### src/rtl/difftest_trap_gen.sv
// Difftest trap-event producer: counts cycles and commits, detects trap, WFI and
// commit-stall timeout, and feeds the trap-event sink with registered values.
module difftest_trap_gen #(
    parameter int unsigned COMMIT_WIDTH = 2,
    parameter int unsigned TIMEOUT      = 5000,
    parameter logic [2:0]  TIMEOUT_CODE = 3'd3
) (
    input  logic                    clock,
    input  logic                    reset,
    input  logic [7:0]              coreid,
    input  logic [COMMIT_WIDTH-1:0] commit_valid,
    input  logic [63:0]             commit_pc,
    input  logic                    trap_valid,
    input  logic [2:0]              trap_code,
    input  logic [63:0]             trap_pc,
    input  logic                    wfi,
    output logic                    enable,
    output logic                    io_hasTrap,
    output logic [63:0]             io_cycleCnt,
    output logic [63:0]             io_instrCnt,
    output logic                    io_hasWFI,
    output logic [2:0]              io_code,
    output logic [63:0]             io_pc,
    output logic [7:0]              io_coreid,
    output logic                    halted
);
    // state     | meaning
    // ST_RUN    | counting commits/cycles, watching for trap or stall timeout
    // ST_REPORT | one cycle presenting the trap event to the sink
    // ST_HALT   | everything frozen until reset
    typedef enum logic [1:0] {ST_RUN, ST_REPORT, ST_HALT} state_t;

    localparam int IDLE_W = $clog2(TIMEOUT + 1);
    localparam int POP_W  = $clog2(COMMIT_WIDTH + 1);

    state_t              r_state;
    logic [63:0]         r_cycle_cnt;
    logic [63:0]         r_instr_cnt;
    logic [63:0]         r_last_pc;
    logic [IDLE_W-1:0]   r_idle_cnt;
    logic                r_enable;
    logic                r_has_trap;
    logic                r_has_wfi;
    logic [2:0]          r_code;
    logic [63:0]         r_pc;
    logic [7:0]          r_coreid;
    logic                r_halted;

    logic [POP_W-1:0]    w_popcnt;
    logic                w_any_commit;
    logic [63:0]         w_last_pc_nxt;
    logic                w_timeout;

    always_comb begin
        w_popcnt = '0;
        for (int i = 0; i < int'(COMMIT_WIDTH); i++) begin
            w_popcnt = w_popcnt + POP_W'(commit_valid[i]);
        end
    end

    assign w_any_commit  = |commit_valid;
    assign w_last_pc_nxt = w_any_commit ? commit_pc : r_last_pc;
    // A trap in the threshold cycle takes priority, hence the !trap_valid term.
    assign w_timeout     = !w_any_commit && !wfi && !trap_valid &&
                           (r_idle_cnt == IDLE_W'(TIMEOUT - 1));

    always_ff @(posedge clock or negedge reset) begin
        if (!reset) begin
            r_state     <= ST_RUN;
            r_cycle_cnt <= '0;
            r_instr_cnt <= '0;
            r_last_pc   <= '0;
            r_idle_cnt  <= '0;
            r_enable    <= 1'b0;
            r_has_trap  <= 1'b0;
            r_has_wfi   <= 1'b0;
            r_code      <= '0;
            r_pc        <= '0;
            r_coreid    <= '0;
            r_halted    <= 1'b0;
        end else begin
            case (r_state)
                ST_RUN: begin
                    r_cycle_cnt <= r_cycle_cnt + 64'd1;
                    r_instr_cnt <= r_instr_cnt + 64'(w_popcnt);
                    r_last_pc   <= w_last_pc_nxt;
                    if (w_any_commit || wfi) begin
                        r_idle_cnt <= '0;
                    end else if (r_idle_cnt != IDLE_W'(TIMEOUT)) begin
                        r_idle_cnt <= r_idle_cnt + IDLE_W'(1);
                    end
                    r_enable  <= 1'b1;
                    r_has_wfi <= wfi;
                    r_coreid  <= coreid;
                    if (trap_valid) begin
                        r_state    <= ST_REPORT;
                        r_has_trap <= 1'b1;
                        r_code     <= trap_code;
                        r_pc       <= trap_pc;
                    end else if (w_timeout) begin
                        r_state    <= ST_REPORT;
                        r_has_trap <= 1'b1;
                        r_code     <= TIMEOUT_CODE;
                        r_pc       <= r_last_pc;
                    end else begin
                        r_has_trap <= 1'b0;
                        r_code     <= '0;
                        r_pc       <= w_last_pc_nxt;
                    end
                end
                ST_REPORT: begin
                    r_state  <= ST_HALT;
                    r_enable <= 1'b0;
                    r_halted <= 1'b1;
                end
                default: begin
                    r_state  <= ST_HALT;
                    r_enable <= 1'b0;
                    r_halted <= 1'b1;
                end
            endcase
        end
    end

    assign enable      = r_enable;
    assign io_hasTrap  = r_has_trap;
    assign io_cycleCnt = r_cycle_cnt;
    assign io_instrCnt = r_instr_cnt;
    assign io_hasWFI   = r_has_wfi;
    assign io_code     = r_code;
    assign io_pc       = r_pc;
    assign io_coreid   = r_coreid;
    assign halted      = r_halted;

endmodule

### config.mk
export PLATFORM = sky130hd
export DESIGN_NAME = difftest_trap_gen
export DESIGN_NICKNAME = d
export VERILOG_FILES = /design/src/rtl/difftest_trap_gen.sv
export SDC_FILE = /design/constraint.sdc
export NUM_CORES = 1
export LEC_CHECK = 0
export ABC_AREA = 1
export CORE_MARGIN = 2
export CORE_UTILIZATION = 30
export DETAILED_ROUTE_END_ITERATION = 7
export PLACE_DENSITY = 0.58
export SYNTH_ARGS = -nofsm -noshare
export SYNTH_HDL_FRONTEND = slang
export SYNTH_SLANG_ARGS = --single-unit
### constraint.sdc
create_clock -name clock -period 5.54 [get_ports clock]
set_input_delay 1.108 -clock clock [delete_from_list [all_inputs] [get_ports clock]]
set_output_delay 1.108 -clock clock [all_outputs]
set_load 0.02 [all_outputs]
# == After elaboration in Yosys (flattened, before gate mapping) ==
# Index checks and enable logic that the tools add are counted.
# totals
out_inout_bits,207
inputBits,145
register_bits,286
# op_classes
n_eq_ne,3
n_reduce_logical,11
n_addsub,4
muxes,13
# op_table
op,n
64-bit two-way mux,3
64-bit by 1-bit adder with 64-bit output (second input constant),1
64-bit by 2-bit adder with 64-bit output,1
13-bit two-way mux,2
13-bit by 1-bit adder with 13-bit output (second input constant),1
13-bit equality test (second input constant),1
13-bit != test (second input constant),1
2-bit two-way mux,4
1-bit logical AND,3
1-bit logical NOT,3
1-bit two-way mux,3
3-bit two-way mux,1
3-bit != test (second input constant),1
1-bit by 1-bit adder with 2-bit output,1
2-bit logical NOT,1
2-bit AND reduction,1
2-bit nonzero test,1
2-bit OR reduction,1
1-bit logical OR,1

# == Logic depth before layout (Yosys ltp) ==
# logic_depth
ltp_word,8
mapped_depth,14
ltp_nobuf,14

# == Least setup slack after synthesis ==
# No wires, ideal clock.
# synth_path
kind,input-to-reg
start,input port commit_valid[0]
end,"register r_instr_cnt[42], in the netlist io_instrCnt[42]"
setup_slack_ns,2.808
cell_stages,10
setup_ns,0.130
t_arrival_ns,2.602
cell_sequence,inv_1 fa_1 inv_1 ha_1 nand3_4 nor2_8 nand3_4 nor2_4 nand2_2 xnor2_1
# synth_between
elab_chain_cells,2
# synth_lines
item,line_no,text
"start, declared",11,"input logic [COMMIT_WIDTH-1:0] commit_valid,"
1-bit by 1-bit adder with 2-bit output,57,w_popcnt = w_popcnt + POP_W'(commit_valid[i]);
64-bit by 2-bit adder with 64-bit output,85,r_instr_cnt <= r_instr_cnt + 64'(w_popcnt);
"end signal, assigned",85,
"end, declared",38,logic [63:0] r_instr_cnt;
# No other way between the ends.
# A chain may end at the register's enable or synchronous reset.

# == Worst setup path after layout ==
# layout_path
start,input port commit_valid[0]
end,"register r_instr_cnt[58], in the netlist io_instrCnt[58]"
# The elaborated chain is that of the path after synthesis.

==> impl_metrics.ini <==
[cells_and_area]
layout_common_cells = 574 x nand2_1, 349 x clkdlybuf4s50_1, 286 x dfrtp_1, 235 x nor2_1, 216 x inv_1
syn2layout_area_growth_pct = 35.8
drive_above_1_share_pct = 6.33
num-fill-cells = 5172
nNetsFinal = 2461
final_common_cell = nand2_1

[sta]
slew_violations = 0
fmax_mhz = 336
finalSetupTns_ns = 0
setup_viol = 0
worst_slew_pin_slew_ns = 0.850
skew_ns = 0.0221
max_slew_margin_pct = 43.3
period_minus_slack_ns = 2.98
grt_setup_unrepaired = no
period_share_pct = 53.7
finalHoldViolCount = 0
whs_ns = 0.471

[route]
wl_um = 46800
drt-initial-drc-count = 920
ant_nets = 0
drc_errors = 0
first_pass_iters = 5
routed_via_density = 4.62
routed-via-count = 13931
detail_route.wl_per_cell_um = 15.5

[power]
leakagePower_uw = 0.00893
cellPowerDensity_nw_per_um2 = 342
ir_drop_v = 0.000240

[synth]
synth_top_area_share_pct = 47.1
synth-seq-area-share_pct = 47.1
synth-edff-count = 0
synth_cell_type_count = 36
netlist_instances = 1976
synth.area.top_cells = dfrtp_1 47%, nand2_1 14%, nor2_1 5.8%
postSynthAreaPerCell_um2 = 7.70
async_reset_ff_share_pct = 100
synth_warnings = 0
yosys.area.top_type = dfrtp_1
synth-main-ff-cell = dfrtp_1
syn_area_um2 = 15200
synthesis.nets = 2126
synth_seq_cells = 286

[clock_network]
clock-sinks = 286
clockBufferDepth = 3
cts_made_buffers = 37
cts_resized = 0
clock_tree.root_cell = clkbuf_16
cts_htree_levels = 2
cts_tree = done
post_cts_buffers = 0
cts_hold_buf = 0
clk_pin_slew_ns = 0.05
insertion_delay_ns = 0.56

[floorplan]
io_pins = 352
initial_core_util_pct = 30.4
rows = 82
die_h_um = 229
core_area_um2 = 50100
die_area_um2 = 52500
die_w_um = 229

[setup_path]
worst_setup_path_start_kind = input pin
endpoint_kind = flip-flop
crit_required_ns = 5.98
cp_max_fo = 8
critPathKind = input pin to flip-flop
arrival_ns = 3.41

[status]
status = complete, no violations

[place]
dpl.hpwl_um = 34300
io_buffers = 351
gp_congestion = 0.914

[job]
cap_violations = 0

[worst_hold_path]
worstHoldPathType = flip-flop to flip-flop

[global_route]
antenna_found_initial = 2
grt_pass1_vias = 13840
grt_max_degree = 130
grt_pass1_wl_um = 75900
grt_usage_pct = 17.9
grt-ovfl-total = 0
==> registers in the layout (all words and copies together), names as in the netlist <==
register     count
io_cycleCnt     64
io_instrCnt     64
io_pc           64
r_last_pc       64
r_idle_cnt      13
io_coreid        8
io_code          3
r_state          2
enable           1
halted           1
io_hasTrap       1
io_hasWFI        1
==> power by group <==
| part | total [uW] | internal (uW) | switching, uW |
|---|---|---|---|
| Clock | 2520 | 1550 | 969 |
| Combinational | 1740 | 806 | 937 |
| Sequential | 2810 | 2520 | 292 |
| Total | 7070 | 4870 | 2200 |
==> cell families (layout without fill, tap and decap cells) <==
family | after synthesis | in the layout | share of synthesized area [%]
adders and majority gates | 5 | 5 | 0.461
AOI/OAI and AO/OA | 219 | 219 | 7.75
other | 0 | 3 | 0
and+or+nand+nor | 1090 | 1090 | 32.1
DFF | 286 | 286 | 47.1
xor gates and xnor gates | 91 | 91 | 5.24
buffers and inverters | 285 | 648 | 7.44
==> worst max-delay path, cell delays in order <==
cell and delay (ns):
clkdlybuf4s50_1 0.52, inv_1 0.08, fa_1 0.45, inv_1 0.09
ha_1 0.25, nand3_4 0.14, nor2_8 0.21, nand3_4 0.14
nor2_4 0.19, nand4_1 0.11, nand2_1 0.09, inv_1 0.04
==> final timing paths <==
kind                                          start                          end  slack [ns]  cells after the start
setup / recovery                    commit_valid[0]  io_instrCnt[58]$_DFFE_PN0P_        2.56                     12
hold / removal             io_coreid[2]$_DFFE_PN0P_     io_coreid[2]$_DFFE_PN0P_        0.47                      2
setup reg to reg             r_state[1]$_DFFE_PN0P_     r_last_pc[8]$_DFFE_PN0P_        3.28                      4
hold reg to reg            io_coreid[2]$_DFFE_PN0P_     io_coreid[2]$_DFFE_PN0P_        0.47                      2
max in group asynchronous                     reset    r_last_pc[27]$_DFFE_PN0P_        3.98                      2
min in group asynchronous                     reset  io_instrCnt[17]$_DFFE_PN0P_        0.50                      1
==> per-stage QoR <==
| step | cell area (um^2) | utilization [%] | power (uW) | cells | worst slack (ns) |
|---|---|---|---|---|---|
| 2_1_floorplan | 15200 | - | 3700 | 1976 | 2.81 |
| 4_1_cts | 20600 | 41.2 | 7180 | 3011 | 2.58 |
| 3_5_place_dp | 19400 | 38.7 | 4610 | 2944 | 2.01 |
| 3_3_place_gp | 19400 | 38.7 | 4570 | 2944 | 2.02 |
| 5_1_grt | 20600 | 41.2 | 7490 | 3011 | 2.37 |
| 6_report | 20700 | 41.2 | 7070 | 3014 | 2.56 |
==> synthesized netlist by cell type, types with 5 or more instances <==
library cell and number:
nand4_1 47, xnor2_1 44, a31oi_1 64, o21ai_0 147
nand3_1 66, or2_1 55, nand2_1 574, clkbuf_1 26
nand2_2 12, buf_2 34, xor2_1 47, nor2_2 29
inv_2 6, nand3_2 7, inv_1 216, dfrtp_1 286
o21ai_1 5, nor3_1 19, nor2_1 236, nand3b_1 8
or2_0 6, nor2_4 11
==> routing by layer <==
layer,track usage (%),part of all wire (%)
met1,23.5,44
met2,28.1,45
met3,5.48,8.1
met4,5.50,2.2
met5,0,0.028
==> cell type report <==
cell class,count,area [um^2],area share [%]
Sequential cell,286,7160,34.7
Inverter,222,833,4.04
Timing Repair Buffer,359,3610,17.5
Clock inverter,10,133,0.642
Multi-Input combinational cell,1405,6930,33.6
Clock buffer,57,1130,5.49
Antenna cell,3,7.51,0.0364
Tap cell,672,841,4.07
Power figures use the tool's default switching activity.
